`config.mk`:
```
export PLATFORM = sky130hd
export DESIGN_NAME = seg_display_scan
export DESIGN_NICKNAME = d
export VERILOG_FILES = /design/src/rtl/seg_display_scan.sv
export SDC_FILE = /design/constraint.sdc
export NUM_CORES = 1
export LEC_CHECK = 0
export ABC_AREA = 1
export BUFFER_PORTS_ARGS = -buffer_cell sky130_fd_sc_hd__clkbuf_2
export CORE_ASPECT_RATIO = 0.8
export CORE_MARGIN = 5
export CORE_UTILIZATION = 35
export CTS_BUF_LIST = sky130_fd_sc_hd__clkbuf_8
export CTS_CLUSTER_SIZE = 28
export DETAILED_ROUTE_END_ITERATION = 8
export GPL_TIMING_DRIVEN = 0
export MAX_ROUTING_LAYER = met4
export PLACE_DENSITY = 0.53
export SKIP_CTS_REPAIR_TIMING = 1
export SYNTH_ARGS = -nofsm -noshare
export SYNTH_HDL_FRONTEND = slang
export SYNTH_SLANG_ARGS = --single-unit
```
`constraint.sdc`:
```
create_clock -name clk -period 3 [get_ports clk]
set_input_delay 0.75 -clock clk [delete_from_list [all_inputs] [get_ports clk]]
set_output_delay 0.75 -clock clk [all_outputs]
set_load 0.1 [all_outputs]
```
`src/rtl/seg_display_scan.sv`:
```
// -----------------------------------------------------------------------------
// seg_display_scan
//   Scans an 8-digit common-anode seven-segment display. The BCD digit bus is
//   captured into a shadow register on each rising edge of the commit flag.
//   Digits are then time-multiplexed one slot at a time. Each slot opens with
//   a short all-anodes-off window that suppresses ghosting between digits.
//
// Optional feature:
//   SEG_LZB_EN - leading-zero blanking for the digits left of DP_POS.
//
// Parameters:
//   REFRESH_DIV - clock cycles per digit slot (>= 4)
//   BLANK_CYC   - cycles at the start of each slot with all anodes off (< REFRESH_DIV)
//   DP_POS      - digit whose decimal point is lit; 8 disables the point
//
// Ports:
//   clk      in   system clock
//   rst_n    in   asynchronous active-low reset
//   data_i   in   packed digits, digit k = data_i[4k+3:4k], digit 7 leftmost
//   load_i   in   commit flag (debounced level), rising edge captures data_i
//   loaded_o out  one-cycle pulse the cycle after a capture
//   an_o     out  anode enables, active-low, bit k = digit k
//   seg_o    out  segments {g,f,e,d,c,b,a}, active-low
//   dp_o     out  decimal point, active-low
// -----------------------------------------------------------------------------
module seg_display_scan #(
  parameter int REFRESH_DIV = 100000,
  parameter int BLANK_CYC   = 16,
  parameter int DP_POS      = 2
) (
  input  logic        clk,
  input  logic        rst_n,
  input  logic [31:0] data_i,
  input  logic        load_i,
  output logic        loaded_o,
  output logic [7:0]  an_o,
  output logic [6:0]  seg_o,
  output logic        dp_o
);

  localparam int              CNT_W     = (REFRESH_DIV > 1) ? $clog2(REFRESH_DIV) : 1;
  localparam logic [CNT_W-1:0] CNT_LAST  = CNT_W'(REFRESH_DIV - 1);
  localparam logic [CNT_W-1:0] BLANK_END = CNT_W'(BLANK_CYC);

  typedef enum logic {
    SLOT_BLANK,
    SLOT_DRIVE
  } slot_e;

  // Active-high gfedcba pattern; non-decimal nibbles show a dash.
  function automatic logic [6:0] seg_decode(input logic [3:0] nib);
    logic [6:0] pat;
    case (nib)
      4'h0:    pat = 7'h3F;
      4'h1:    pat = 7'h06;
      4'h2:    pat = 7'h5B;
      4'h3:    pat = 7'h4F;
      4'h4:    pat = 7'h66;
      4'h5:    pat = 7'h6D;
      4'h6:    pat = 7'h7D;
      4'h7:    pat = 7'h07;
      4'h8:    pat = 7'h7F;
      4'h9:    pat = 7'h6F;
      default: pat = 7'h40;
    endcase
    return pat;
  endfunction

`ifdef SEG_LZB_EN
  // Digit k is a leading zero when digits 7..k are all zero. Digit 0 and the
  // digits at or right of the decimal point always show.
  function automatic logic lzb_blank(input logic [31:0] d, input logic [2:0] k);
    logic all_zero;
    logic exempt;
    all_zero = 1'b1;
    for (int j = 0; j < 8; j++) begin
      if ((j >= int'(k)) && (d[4*j +: 4] != 4'h0)) all_zero = 1'b0;
    end
    exempt = (k == 3'd0) || ((DP_POS < 8) && (int'(k) <= DP_POS));
    return all_zero && !exempt;
  endfunction
`endif

  logic        load_q;
  logic [31:0] disp_q, disp_d;
  logic [CNT_W-1:0] cnt_q, cnt_d;
  logic [2:0]  idx_q, idx_d;
  logic        loaded_q, loaded_d;
  logic [7:0]  an_q, an_d;
  logic [6:0]  seg_q, seg_d;
  logic        dp_q, dp_d;

  slot_e       slot;
  logic        capture;
  logic        wrap;
  logic        blank_digit;
  logic [3:0]  nib;

  always_comb begin
    capture     = load_i & ~load_q;
    wrap        = (cnt_q == CNT_LAST);
    slot        = (cnt_q < BLANK_END) ? SLOT_BLANK : SLOT_DRIVE;
    nib         = disp_q[{idx_q, 2'b00} +: 4];
`ifdef SEG_LZB_EN
    blank_digit = lzb_blank(disp_q, idx_q);
`else
    blank_digit = 1'b0;
`endif

    disp_d   = capture ? data_i : disp_q;
    loaded_d = capture;
    cnt_d    = wrap ? '0 : cnt_q + 1'b1;
    idx_d    = wrap ? idx_q + 3'd1 : idx_q;

    // Segments and point stay dark whenever no anode is on.
    an_d  = 8'hFF;
    seg_d = 7'h7F;
    dp_d  = 1'b1;
    if (slot == SLOT_DRIVE) begin
      an_d = ~(8'h01 << idx_q);
      if (!blank_digit) begin
        seg_d = ~seg_decode(nib);
        dp_d  = !((DP_POS < 8) && (int'(idx_q) == DP_POS));
      end
    end
  end

  // load_q resets high so a flag already high at reset release is not an edge.
  always_ff @(posedge clk or negedge rst_n) begin
    if (!rst_n) begin
      load_q   <= 1'b1;
      disp_q   <= '0;
      cnt_q    <= '0;
      idx_q    <= '0;
      loaded_q <= 1'b0;
      an_q     <= 8'hFF;
      seg_q    <= 7'h7F;
      dp_q     <= 1'b1;
    end else begin
      load_q   <= load_i;
      disp_q   <= disp_d;
      cnt_q    <= cnt_d;
      idx_q    <= idx_d;
      loaded_q <= loaded_d;
      an_q     <= an_d;
      seg_q    <= seg_d;
      dp_q     <= dp_d;
    end
  end

  assign loaded_o = loaded_q;
  assign an_o     = an_q;
  assign seg_o    = seg_q;
  assign dp_o     = dp_q;

endmodule

```
==> parameters.txt, run 1 <==
Parameter                              Value

Status
  Run status ... complete, no violations

STA
  Tightest Pin Transition ... about 0.55 ns
  Period Utilization, post-route ... 72.3%
  TNS Setup ... 0 ns
  Max-slew violation count ... 0
  F_max ... approximately 460 MHz
  RSZ-0062 raised after global routing ... no
  Clock Skew ... around 0.0095 ns
  Final critical path time including I/O delays and setup ... roughly 2.2 ns
  Setup violations, final ... 0
  Hold violation count in the final report ... 0
  Normalized max-slew margin ... a little over three fifths

Pwr
  Clock share of power ... about 37%
  Switching part of the total power ... between 30% and 40%
  Worst-case vdd ir drop ... roughly 0.24 mV
  Psw ... between 700 and 800 uW
  Sequential share of power ... between 40 and 50%
  PD cells ... 569 mW/mm2
  Combinational cell fraction of total power ... approximately 18%
  Internal Pwr Total ... roughly 1600 uW
  Leakage power ... 0.00215 uW
  Overall Power ... approximately 2300 uW

Logic synthesis
  Synthesized instance count ... between 400 and 500
  Combined area of all synthesized cells ... around 0.0034 mm2
  Mux share of post-synthesis cell area ... 0%
  Flip-flop and latch count after synthesis ... 69
  Avg Inst Size Synth ... 8.22 um2
  Compound-Gate Fraction of Synth Area ... under 10%
  Ranking of synthesized cells by area ... dfrtp_1 (39%), nand2_1 (13%), dfstp_2 (12%)
  Synth warn ... 0
  Top-area cell type share of the netlist area ... approximately two fifths
  Number of distinct library cell variants in the gate-level netlist after synthesis ... 30
  Xor and xnor fraction of the mapped netlist area ... just over 2%
  Simple-gate portion of the synthesized area ... 28.3%
  Post-Synthesis Net Count ... around 460
  Sequential fraction of the synthesis area ... about half
  Cell type with the largest total area after synthesis ... dfrtp_1
  Largest family of logic cells by synthesized area ... simple AND/OR/NAND/NOR gates
  Share of synthesized cell area in full adder, half adder and majority cells ... under 10%

Worst setup path
  Cell with the largest stage delay on the worst path ... dfrtp_1
  CP Max Fanout ... 11
  Family of cells with the greatest summed delay on the critical path ... simple AND/OR/NAND/NOR gates
  Required @ worst endpoint ... 3.27 ns
  Cell-by-cell trace of the critical path ... inv_2, buf_2, nand2_1, nand3_1, nand2_1, o21ai_1, inv_1, ha_1, inv_1, nand3_1, nand3_1, nand3_1
  Critical path data arrival time ... approximately 2.4 ns
  Critical Path Most Common Cell ... nand3_1
  Worst setup path class ... reg2reg
  Count of buffer and inverter cells on the critical path ... 4
  Startpoint types ... register
  Longest individual stage delay on the worst path ... between 0.4 and 0.5 ns
  Worst setup EP type ... register

Clock tree
  Clock edge transition at the registers on the reported setup and hold paths ... roughly 0.080 ns
  Maximum clock insertion buffer count ... 2
  Number of buffers added by the clock tree synthesis step ... 9
  Clock Tree Root ... clkbuf_8
  Later-pin clock latency in the skew report ... ~0.36 ns
  Count of clock tree sinks ... slightly below 70
  Clock tree from TritonCTS ... done
  CTS HTree Levels ... 3

Global route
  Initial antenna violation count ... 0
  Vias in the first global route ... about 2800
  Pin count of the biggest net entering global routing ... 44
  Wire length of the first global-routing pass ... 13700 um
  Overall global routing resource usage ... between 10% and 20%
  GR Overflow Total ... 0

Routing
  Routed vias ... 2818
  Wire length reported by the detailed router ... roughly 7900 um
  Detailed Route Iter0 Violations ... around 190
  Wire length per cell ... around 13 um
  First drt pass iteration count ... 4
  Post-DR vias/cell ... roughly 4.7
  Residual DRC count ... 0
  Antenna violation net count after detailed routing ... 0

Floorplan
  Core area ... about 0.0096 mm2
  Number of rows created at floorplan ... 32
  Die ar. ... about 0.012 mm2
  Initial core utilization ... between 30% and 40%
  Chip width ... ~120 um
  Height of the chip ... 98.5 um
  Top-level I/O count ... 52

Layout
  Fraction of final layout cells with drive strength greater than 1 ... around 22%
  Inserted Diodes ... 0
  Synth-to-Final Area Change ... 18.9%
  Fin nets ... around 530
  Layout fillers ... between 900 and 1000

Placement
  Number of buffers added on ports ... 51
  Final weighted congestion in routability-driven placement ... slightly below 0.9
  HPWL after detailed placement ... between 5000 and 6000 um

Worst hold path
  Min-delay worst type ... in2async

Flow run
  Reported max-cap violation count ... 0
==> layer usage <==
| layer | track usage, % | routed length, um |
|---|---|---|
| met3 | 4.19 | 486 |
| met5 | - | 0 |
| met2 | 20.6 | 3310 |
| met4 | 5.05 | 122 |
| met1 | 21.1 | 4000 |
==> per-stage QoR <==
stage / utilization [%] / hold slack, ns / setup WS, ns / std cells / area [um2]
floorplan: - / 0.433 / 1.03 / 417 / 3430
global placement: 39.9 / 0.449 / 0.601 / 587 / 3830
detailed placement: 40.1 / 0.455 / 0.848 / 588 / 3850
CTS: 42.4 / 0.334 / 0.815 / 604 / 4080
global route: 42.4 / 0.354 / 0.634 / 604 / 4080
finish: 42.4 / 0.333 / 0.831 / 604 / 4080
==> flip-flops by register name, summed over array words and instances (netlist names) <==
register / flops
load_q: 1
cnt_q: 17
idx_q: 3
disp_q: 32
an_o: 8
seg_o: 7
loaded_o: 1
==> Yosys cell counts <==
cell type    n
xnor2_1      1
or2_2        1
nor3_1       4
nand3_1     47
a21oi_1      2
clkbuf_1     7
nand2_2      3
nand4_1      8
clkinv_1     1
dfrtp_1     53
nor2_2       1
xor2_1       7
o21ai_0     29
nand2_1    115
inv_2        4
dfstp_2     16
nor3_4       2
nor4_1       2
a31oi_1      1
nand3_2      3
nand3b_1     1
inv_1       56
buf_2        4
o21ai_1      1
a211oi_1     1
ha_1        12
nor2_4       1
nor2_1      29
buf_4        3
o21ai_2      2
==> cell type report <==
| cell class | count | area, um2 | area share, % |
|---|---|---|---|
| Inverter | 61 | 229 | 5.62 |
| Sequential cell | 69 | 1750 | 42.8 |
| Tap cell | 119 | 149 | 3.65 |
| Timing Repair Buffer | 52 | 278 | 6.81 |
| Buffer | 14 | 68.8 | 1.69 |
| Clock inverter | 6 | 85.1 | 2.09 |
| Multi-Input combinational cell | 273 | 1380 | 33.9 |
| Clock buffer | 10 | 138 | 3.38 |
==> worst reg2reg max path: stages (launching register included) <==
cell and delay, ns:
dfrtp_1 0.47, inv_2 0.10, buf_2 0.26, nand2_1 0.08, nand3_1 0.11, nand2_1 0.08, o21ai_1 0.34, inv_1 0.12
ha_1 0.21, inv_1 0.05, nand3_1 0.09, nand3_1 0.10, nand3_1 0.08
==> layout by cell type (no fill, tap or decap), types with 3 or more instances in the layout <==
cell type / n
clkbuf_2: 50
dfstp_2: 16
o21ai_0: 29
xor2_1: 7
nor3_1: 4
dfrtp_1: 53
nand2_2: 3
ha_1: 12
nand2_1: 115
nand3_1: 47
buf_4: 3
nand3_2: 3
clkbuf_8: 10
nand4_1: 8
inv_2: 4
inv_1: 57
nor2_1: 29
buf_2: 4
clkbuf_1: 7
==> power groups by stage <==
stage,clock [uW],sequential (uW),combinational (uW)
CTS,892,1050,415
global route,930,1050,452
floorplan,0,1230,140
finish,866,1040,409
global placement,0,1060,406
detailed placement,0,1060,414
==> final timing paths <==
kind,start,end,slack [ns],depth (start not counted)
max in group asynchronous,rst_n,seg_o[3],2.04,2
worst min register to register,cnt_q[0],cnt_q[0],0.46,1
worst max-delay path,idx_q[0],seg_o[5],0.83,12
worst min-delay path,rst_n,disp_q[5],0.33,1
worst max register to register,idx_q[0],seg_o[5],0.83,12
min in group clk,cnt_q[0],cnt_q[0],0.46,1
==> logic make-up after synthesis <==
family / count (synthesis)
and+or+nand+nor: 217
buffers and inverters: 75
DFF: 69
AOI/OAI and AO/OA: 36
adders and majority gates: 12
xor gates and xnor gates: 8
No activity file was read; power rests on OpenSTA's default activity.
==> inputs of run 2 (changes only) <==
- clock period: 3 -> 2.2 ns (I/O delays scaled with it)
==> run 2 against run 1 <==
Die area unchanged. Sequential power up 37%. Count of clock-buffer cells in the layout unchanged. Highest routed layer unchanged.
==> parameters.txt, run 2 (synthesized netlist as in run 1, its figures left out) <==
Parameter                              Value

STA
  Max-slew violation count ... 0 (unchanged)
  Normalized max-slew margin ... 63.3% (unchanged)
  Clock Skew ... 0.00963 ns (was 0.00947 ns)
  Worst hold slack ... 0.134 ns (was 0.333 ns)
  Hold violation count in the final report ... 0 (unchanged)
  Period Utilization, post-route ... approximately nine tenths
  Tightest Pin Transition ... 0.554 ns (unchanged)
  Setup violations, final ... 0 (unchanged)
  TNS Setup ... 0 ns (unchanged)
  F_max ... 510 MHz
  Final Worst Setup Slack ... 0.239 ns (was 0.831 ns)
  Final critical path time including I/O delays and setup ... 1.96 ns
  RSZ-0062 raised after global routing ... no (unchanged)

Clock tree
  Clock tree from TritonCTS ... done (unchanged)
  Number of buffers added by the clock tree synthesis step ... 9 (unchanged)
  Maximum clock insertion buffer count ... 2 (unchanged)
  Later-pin clock latency in the skew report ... 0.36 ns (about the same)
  Clock Tree Root ... clkbuf_8 (unchanged)
  Clock edge transition at the registers on the reported setup and hold paths ... 0.08 ns (about the same)
  CTS HTree Levels ... 3 (unchanged)
  Count of clock tree sinks ... 69 (unchanged)

Worst hold path
  Min-delay worst type ... in2async (unchanged)

Flow run
  Reported max-cap violation count ... 0 (unchanged)

Worst setup path
  Count of buffer and inverter cells on the critical path ... 2 (was 4)
  Worst setup EP type ... output port (was register)
  Worst setup path class ... reg2out (was reg2reg)
  CP Max Fanout ... 2 (was 11)
  Family of cells with the greatest summed delay on the critical path ... flip-flops (was simple AND/OR/NAND/NOR gates)
  Startpoint types ... register (unchanged)
  Cell-by-cell trace of the critical path ... buf_4, clkbuf_2 (was inv_2, buf_2, nand2_1, nand3_1, nand2_1, o21ai_1, inv_1, ha_1, inv_1, nand3_1, nand3_1, nand3_1)
  Critical path data arrival time ... 1.41 ns (was 2.44 ns)
  Longest individual stage delay on the worst path ... 0.53 ns (was 0.47 ns)
  Cell with the largest stage delay on the worst path ... dfstp_2 (was dfrtp_1)
  Required @ worst endpoint ... 1.65 ns (was 3.27 ns)

Routing
  Routed vias ... 2803 (was 2818)
  Residual DRC count ... 0 (unchanged)
  First drt pass iteration count ... 4 (unchanged)
  Antenna violation net count after detailed routing ... 0 (unchanged)
  Wire length per cell ... 13.1 um (about the same)
  Post-DR vias/cell ... 4.65 (was 4.67)
  Wire length reported by the detailed router ... 7910 um (was 7920 um)
  Detailed Route Iter0 Violations ... 162 (was 192)

Global route
  GR Overflow Total ... 0 (unchanged)
  Overall global routing resource usage ... 14.9% (unchanged)
  Initial antenna violation count ... 0 (unchanged)
  Pin count of the biggest net entering global routing ... 44 (unchanged)
  Vias in the first global route ... 2791 (unchanged)
  Wire length of the first global-routing pass ... 13700 um (unchanged)

Pwr
  Leakage power ... 0.00215 uW (about the same)
  Switching part of the total power ... 30.7% (was 30.8%)
  Psw ... 970 uW (was 713 uW)
  Sequential share of power ... 45.1% (was 45.0%)
  Clock share of power ... 37.3% (about the same)
  Worst-case vdd ir drop ... 0.322 mV (was 0.236 mV)
  Combinational cell fraction of total power ... 17.6% (about the same)
  PD cells ... 776 mW/mm2 (was 569 mW/mm2)
  Internal Pwr Total ... 2190 uW (was 1610 uW)

Status
  Run status ... complete, no violations (unchanged)

Placement
  Post-placement setup slack ... 0.0482 ns (was 0.848 ns)
  Number of buffers added on ports ... 51 (unchanged)
  Standard cell area after detailed placement ... 0.00385 mm2 (unchanged)
  Final weighted congestion in routability-driven placement ... 0.866 (unchanged)
  HPWL after detailed placement ... 5920 um (unchanged)

Layout
  Max FFs per register ... 32 (unchanged)
  Fin nets ... 526 (was 527)
  Fraction of final layout cells with drive strength greater than 1 ... 22.1% (about the same)
  Most common cell after layout, fill and taps aside ... nand2_1 (unchanged)
  Most used cells in the layout excluding fill and tap cells ... nand2_1 (115), inv_1 (57), dfrtp_1 (53), clkbuf_2 (50), nand3_1 (47) (unchanged)
  Synth-to-Final Area Change ... 18.9% (about the same)
  Largest register by flop count ... disp_q (unchanged)
  Area of all placed cells without fillers ... 0.00408 mm2 (about the same)
  Inserted Diodes ... 0 (unchanged)

Floorplan
  Core area ... 0.00961 mm2 (unchanged)
  Chip width ... 121 um (unchanged)
  Initial core utilization ... 35.7% (unchanged)
  Number of rows created at floorplan ... 32 (unchanged)
  Height of the chip ... 98.5 um (unchanged)
  Top-level I/O count ... 52 (unchanged)
  Die ar. ... 0.0119 mm2 (unchanged)
==> run 2: layout make-up <==
class                      instances  area (um2)
sequential                        69        1750
inverter                          61         229
tap                              119         149
clock inverter                     6        85.1
timing repair buffer              52         278
fill                             982        5530
buffer                            13        63.8
clock buffer                      10         138
multi-input combinational        273        1390
==> run 2: worst reg2reg max path, delay by kind of cell, from the launching register on <==
kind / cells / cell delay, ns
AO/OA/AOI/OAI: 1 / 0.24
adder cells (fa/ha/maj): 1 / 0.20
buffers and inverters: 3 / 0.40
AND/OR/NAND/NOR: 6 / 0.54
flip-flops: 1 / 0.47
==> run 2: worst paths after layout <==
path                       slack [ns]     start  cells after the start        end
max                              0.24   an_o[2]                      2    an_o[2]
min                              0.13     rst_n                      1  disp_q[5]
max reg2reg                      0.28  idx_q[0]                     11   seg_o[5]
min reg2reg                      0.46  cnt_q[0]                      1   cnt_q[0]
max in group asynchronous        1.44     rst_n                      2   seg_o[3]
min in group clk                 0.28    load_i                      1     load_q
==> run 2: power by group through the flow <==
stage	clock, uW	sequential [uW]	combinational [uW]
after detailed placement	0	1450	564
after floorplan	0	1670	190
after global placement	0	1450	554
final	1180	1420	558
after CTS	1220	1430	565
after global routing	1270	1440	617
==> run 2: through the flow <==
stage,utilization (%),power [uW],cells
final,42.4,3160,603
after global routing,42.4,3320,603
after global placement,39.9,2000,587
after detailed placement,40.1,2010,588
after CTS,42.4,3210,604
after floorplan,-,1860,417
==> run 2: routing by layer <==
| metal | part of all wire (%) | up-vias | track usage [%] | wire length, um |
|---|---|---|---|---|
| met5 | 0 | - | - | 0 |
| met4 | 1.5 | 0 | 5.05 | 122 |
| met3 | 6.0 | 10 | 4.19 | 476 |
| met2 | 41 | 71 | 20.6 | 3280 |
| met1 | 51 | 1291 | 21.1 | 4040 |
| li1 | - | 1431 | - | - |
